--- config.mk ---
export PLATFORM = sky130hd
export DESIGN_NAME = weighted_steering_controller
export DESIGN_NICKNAME = d
export VERILOG_FILES = /design/src/rtl/steering_pkg.sv /design/src/rtl/steering_sat.sv /design/src/rtl/weighted_steering_controller.sv
export SDC_FILE = /design/constraint.sdc
export NUM_CORES = 1
export LEC_CHECK = 0
export ABC_CLOCK_PERIOD_IN_PS = 7400
export CELL_PAD_IN_SITES_DETAIL_PLACEMENT = 0
export CELL_PAD_IN_SITES_GLOBAL_PLACEMENT = 1
export CORE_UTILIZATION = 46
export DETAILED_ROUTE_END_ITERATION = 8
export HOLD_SLACK_MARGIN = 0.03
export PLACE_DENSITY_LB_ADDON = 0.3
export RECOVER_POWER = 50
export SLEW_MARGIN = 25
export SYNTH_ARGS = -nofsm -noshare
export SYNTH_HDL_FRONTEND = slang
export SYNTH_HIERARCHICAL = 1
export SYNTH_SLANG_ARGS = --single-unit
--- constraint.sdc ---
create_clock -name clk -period 7.4 [get_ports clk]
set_input_delay 0.74 -clock clk [delete_from_list [all_inputs] [get_ports clk]]
set_output_delay 0.74 -clock clk [all_outputs]
set_load 0.005 [all_outputs]
--- src/rtl/steering_pkg.sv ---
// Shared definitions for the weighted steering controller.
//   state_t       : controller FSM states
//   clog2         : ceiling log2 for parameter arithmetic
//   int_w         : signed working width that cannot overflow before clamping
//   sat_to_width  : symmetric signed clamp to +/-(2^(out_w-1)-1)
package steering_pkg;

    typedef enum logic [1:0] {
        IDLE,
        ACCUM,
        CENTER,
        RESULT
    } state_t;

    function automatic int clog2(input int v);
        int r;
        r = 0;
        for (int p = 1; p < v; p = p * 2) begin
            r = r + 1;
        end
        return r;
    endfunction

    function automatic int int_w(input int speed_w, input int weight_w, input int n);
        int a;
        a = weight_w + clog2(n + 1);
        return ((speed_w > a) ? speed_w : a) + 2;
    endfunction

    // Symmetric clamp: the most negative code is never produced, so a
    // command and its mirror always have equal magnitude.
    function automatic logic signed [31:0] sat_to_width(input logic signed [31:0] x,
                                                        input int out_w);
        logic signed [31:0] lim;
        lim = (32'sd1 <<< (out_w - 1)) - 32'sd1;
        if (x > lim) begin
            return lim;
        end
        if (x < -lim) begin
            return -lim;
        end
        return x;
    endfunction

endpackage

--- src/rtl/steering_sat.sv ---
// Combinational signed clamp from the controller's working width to the
// wheel command width.
//   din  : signed value, IN_W bits (IN_W < 32)
//   dout : clamped signed value, OUT_W bits
module steering_sat
    import steering_pkg::*;
#(
    parameter int IN_W  = 9,
    parameter int OUT_W = 8
) (
    input  logic signed [IN_W-1:0]  din,
    output logic signed [OUT_W-1:0] dout
);

    logic signed [31:0] wide;
    logic signed [31:0] clamped;

    assign wide    = {{(32 - IN_W){din[IN_W-1]}}, din};
    assign clamped = sat_to_width(wide, OUT_W);
    assign dout    = clamped[OUT_W-1:0];

endmodule

--- src/rtl/weighted_steering_controller.sv ---
// Obstacle-avoidance wheel controller. Captures sensors, weights and speed,
// accumulates one left/right sensor pair per cycle, then emits saturated
// signed wheel commands with a one-cycle valid strobe.
//   clk          : system clock
//   reset        : asynchronous active-low reset
//   enable       : run when high; low aborts and zeroes outputs
//   speed        : unsigned base speed (sampled at capture)
//   sensor_array : 1 = obstacle, MSB leftmost, LSB rightmost
//   weights      : packed unsigned weights, weight i at [i*WEIGHT_W +: WEIGHT_W]
//   wheel_left   : signed left wheel command
//   wheel_right  : signed right wheel command
//   out_valid    : one-cycle strobe when new wheel values are present
//   busy         : high whenever the FSM is not IDLE
module weighted_steering_controller
    import steering_pkg::*;
#(
    parameter int SENSOR_COUNT = 5,
    parameter int WEIGHT_W     = 4,
    parameter int SPEED_W      = 4,
    parameter int OUT_W        = 8
) (
    input  logic                               clk,
    input  logic                               reset,
    input  logic                               enable,
    input  logic [SPEED_W-1:0]                 speed,
    input  logic [SENSOR_COUNT-1:0]            sensor_array,
    input  logic [SENSOR_COUNT*WEIGHT_W-1:0]   weights,
    output logic signed [OUT_W-1:0]            wheel_left,
    output logic signed [OUT_W-1:0]            wheel_right,
    output logic                               out_valid,
    output logic                               busy
);

    localparam int HALF       = SENSOR_COUNT / 2;
    localparam bit HAS_CENTER = (SENSOR_COUNT % 2) == 1;
    localparam int INT_W      = int_w(SPEED_W, WEIGHT_W, SENSOR_COUNT);
    localparam int IDX_W      = (HALF > 1) ? clog2(HALF) : 1;

    state_t state, state_nxt;

    logic [SENSOR_COUNT-1:0]          sens_q;
    logic [SENSOR_COUNT*WEIGHT_W-1:0] w_q;
    logic [SPEED_W-1:0]               speed_q;
    logic [IDX_W-1:0]                 idx;
    logic                             last_idx;

    logic signed [INT_W-1:0] acc_l, acc_r;
    logic signed [INT_W-1:0] add_l, add_r;
    logic signed [INT_W-1:0] c_term, speed_x, diff, sum_l, sum_r;
    logic signed [OUT_W-1:0] sat_l, sat_r;

    function automatic logic signed [INT_W-1:0] ext_w(input logic [WEIGHT_W-1:0] w);
        return {{(INT_W - WEIGHT_W){1'b0}}, w};
    endfunction

    // Pair selection: right index idx and its mirrored left partner.
    always_comb begin
        add_l = '0;
        add_r = '0;
        for (int i = 0; i < HALF; i++) begin
            if (idx == IDX_W'(i)) begin
                if (sens_q[i]) begin
                    add_r = ext_w(w_q[i*WEIGHT_W +: WEIGHT_W]);
                end
                if (sens_q[SENSOR_COUNT-1-i]) begin
                    add_l = ext_w(w_q[(SENSOR_COUNT-1-i)*WEIGHT_W +: WEIGHT_W]);
                end
            end
        end
    end

    assign last_idx = (int'(idx) == HALF - 1);
    assign c_term   = (HAS_CENTER && sens_q[HALF]) ? ext_w(w_q[HALF*WEIGHT_W +: WEIGHT_W]) : '0;
    assign speed_x  = {{(INT_W - SPEED_W){1'b0}}, speed_q};
    assign diff     = acc_l - acc_r;
    assign sum_l    = speed_x + diff - c_term;
    assign sum_r    = speed_x - diff - c_term;

    steering_sat #(.IN_W(INT_W), .OUT_W(OUT_W)) u_sat_l (.din(sum_l), .dout(sat_l));
    steering_sat #(.IN_W(INT_W), .OUT_W(OUT_W)) u_sat_r (.din(sum_r), .dout(sat_r));

    always_ff @(posedge clk or negedge reset) begin
        if (!reset) begin
            state <= IDLE;
        end else begin
            state <= state_nxt;
        end
    end

    always_comb begin
        state_nxt = state;
        out_valid = (state == RESULT);
        busy      = (state != IDLE);
        if (!enable) begin
            state_nxt = IDLE;
        end else begin
            case (state)
                IDLE:    state_nxt = (HALF == 0) ? CENTER : ACCUM;
                ACCUM:   if (last_idx) state_nxt = CENTER;
                CENTER:  state_nxt = RESULT;
                RESULT:  state_nxt = IDLE;
                default: state_nxt = IDLE;
            endcase
        end
    end

    // Capture stage: shadow copies isolate the computation from input changes.
    always_ff @(posedge clk) begin
        if (state == IDLE && enable) begin
            sens_q  <= sensor_array;
            w_q     <= weights;
            speed_q <= speed;
        end
    end

    // Accumulate / result stage.
    always_ff @(posedge clk or negedge reset) begin
        if (!reset) begin
            acc_l       <= '0;
            acc_r       <= '0;
            idx         <= '0;
            wheel_left  <= '0;
            wheel_right <= '0;
        end else if (!enable) begin
            acc_l       <= '0;
            acc_r       <= '0;
            idx         <= '0;
            wheel_left  <= '0;
            wheel_right <= '0;
        end else begin
            case (state)
                IDLE: begin
                    acc_l <= '0;
                    acc_r <= '0;
                    idx   <= '0;
                end
                ACCUM: begin
                    acc_l <= acc_l + add_l;
                    acc_r <= acc_r + add_r;
                    idx   <= idx + 1'b1;
                end
                CENTER: begin
                    wheel_left  <= sat_l;
                    wheel_right <= sat_r;
                end
                default: ;
            endcase
        end
    end

endmodule

==> out/summary.txt <==
Initial antenna violation count: 0
Max-slew violation count: 38
Drc violations: 2
Register area share after synthesis: 41.3%
Reg clk slew, reported paths: 80 ps
CP endpoint kind: flop
WL per Instance: 13.7 µm
Setup CP Type: reg -> reg
Hold Fails Final Rpt: 0
Mapped Avg Cell Area: 10.3 µm²
H-tree depth: 3
Warnings from Yosys: 6
Crit start category: flop
Critical Path RT: 7640 ps
Post-CTS sizing: 0
Status: finished, violations left
Max transition margin: -39.6%
MaxCap Viol Count: 1
Detail Route Antenna Nets: 0
Via/cell ratio: 5.13
Vias in the first global route: 3140
GPL Wtd Cong: 0.853
Clock Latency Late Sink: 350 ps
Final net count: 551
Detailed Routing Iterations Pass 1: 6
Largest net degree at the start of global routing: 38
Initial Util: 47.3%
Inserted Clock Buffers: 9
Largest cells by area after synthesis: dfrtp_1 21%, edfxtp_1 20%, ha_1 11%
Port bufs: 49
CTS Sinks: 66
Root buf cell: clkbuf_8
Core area: 9200 µm²
Die ar.: 9840 µm²
Hold-fix buffers, CTS: 0
Cells after Synth: 423
Initial DRC count: 125
Hold crit path type: reg -> reg
I/O pin cnt: 50
GR Util All Layers: 18.5%
Overflow after GRT: 0
Post-Syn Area: 4350 µm²
Crit path time final: 4600 ps
Layout cell share with drive strength beyond 1: 5.26%
Area delta synth->final: 18.8%
Row cnt: 35
DP Wirelength: 6060 µm
Synth Register Bits: 66
Unique masters post-synth: 41
Routed wire length: 8030 µm
Worst EP arrival: 4840 ps
Syn_nets: 504
DR vias: 3009
Die width: 99.2 µm
Crit-path max FO: 9
Commonest cells after routing, fill and taps aside: 39 x inv_1, 39 x o21ai_0, 38 x ha_1, 37 x dfrtp_1, 37 x dlygate4sd3_1
CTS tree: yes
Diode count: 0
Chip height: 99.2 µm
Max Fclk: 0.217 GHz
Setup TNS: 0 ps
Max clock buf depth: 2
RSZ-0062 raised after global routing: no
Synth area leader: dfrtp_1
Top cell type's share of synthesized area: 21.3%
First-pass GRT wire length: 14200 µm
Failing checks: DRC, capacitance limit, slew limit
Final period utilization: 62.2%
Post-CTS Setup Bufs: 0
Worst clock skew: 8.95 ps
# setup viols final: 0
Worst-Margin Slew: 2090 ps
-- area by class of cell --
cell class | count | area [µm²]
fillers | 813 | 4030
multi-input cells | 303 | 2330
flip-flops and latches | 66 | 1800
repair buffers | 51 | 499
inverters | 39 | 146
well taps | 111 | 139
clock inverters | 7 | 125
clock buffers | 9 | 124
-- registers in the layout, indices dropped and copies added (netlist names) --
register,flops
w_q,20
acc_l,9
acc_r,9
wheel_left,8
wheel_right,8
sens_q,5
speed_q,4
state,2
idx,1
-- per-layer routing --
layer | GRT usage [%] | routed length [µm]
met5 | 0 | 0
met4 | 5.88 | 136
met3 | 4.43 | 187
met2 | 33.9 | 4220
met1 | 21.2 | 3490
-- cells in the mapped netlist (all sizes together) --
library cell and count:
nor2b 24, a31oi 4, o21ai 44, nor2 24, buf 4, fa 11, nor3 1, nand3 6
and2 6, inv 39, o221a 1, a22o 4, edfxtp 29, a21o 11, o21bai 3, nor3b 3
xor2 11, maj3 1, ha 38, mux2i 17, a21boi 2, a221oi 1, and3 3, o21a 6
nor4 2, a32o 6, o2111a 1, or3 1, clkbuf 11, nand2b 3, a21oi 9, nand4 2
a211o 2, dfrtp 37, or3b 1, xnor2 21, nand2 34
-- critical path: stages (launching register included) --
cell,delay [ps]
dfrtp_1,440
inv_1,100
ha_1,270
nor2b_1,130
o21ai_0,250
nand2b_1,110
xnor2_1,160
fa_1,520
inv_1,50
ha_1,320
a21oi_1,220
o21ai_0,220
o21a_1,210
o221a_2,210
nor2_1,100
xor2_1,510
xor2_1,160
a211o_1,310
mux2i_1,130
nor2b_1,70
-- per-stage QoR --
step	setup WS, ps	std cells	cell area [µm²]	util (%)	hold WS [ps]
after floorplan	3400	423	4350	-	444
after CTS	2770	586	5160	56.1	512
final	2800	586	5160	56.1	512
after global routing	2390	586	5160	56.1	537
after detailed placement	2790	570	4910	53.4	502
after global placement	2990	570	4910	53.4	495
-- logic make-up after synthesis --
family	after synthesis	synth area share, %
buf+inv	54	5.18
flops	66	41.3
fa+ha+maj	50	16.2
compound gates	94	14.0
simple gates	110	12.4
xor+xnor	32	6.88
mux	17	3.91
-- worst paths after layout --
kind / from / endpoint / slack [ps] / cells past startpoint
setup / recovery: acc_r[1] / wheel_left[0] / 2800 / 19
setup reg to reg: acc_r[1] / wheel_left[0] / 2800 / 19
hold reg to reg: acc_r[8] / acc_r[8] / 510 / 1
max in group asynchronous: reset / acc_r[7] / 5210 / 1
min in group asynchronous: reset / wheel_left[1] / 990 / 1
hold / removal: acc_r[8] / acc_r[8] / 510 / 1
Power is left out: the tool's default activity adds up to more than one toggle a clock period on the data nets, which glitch-free logic cannot reach.
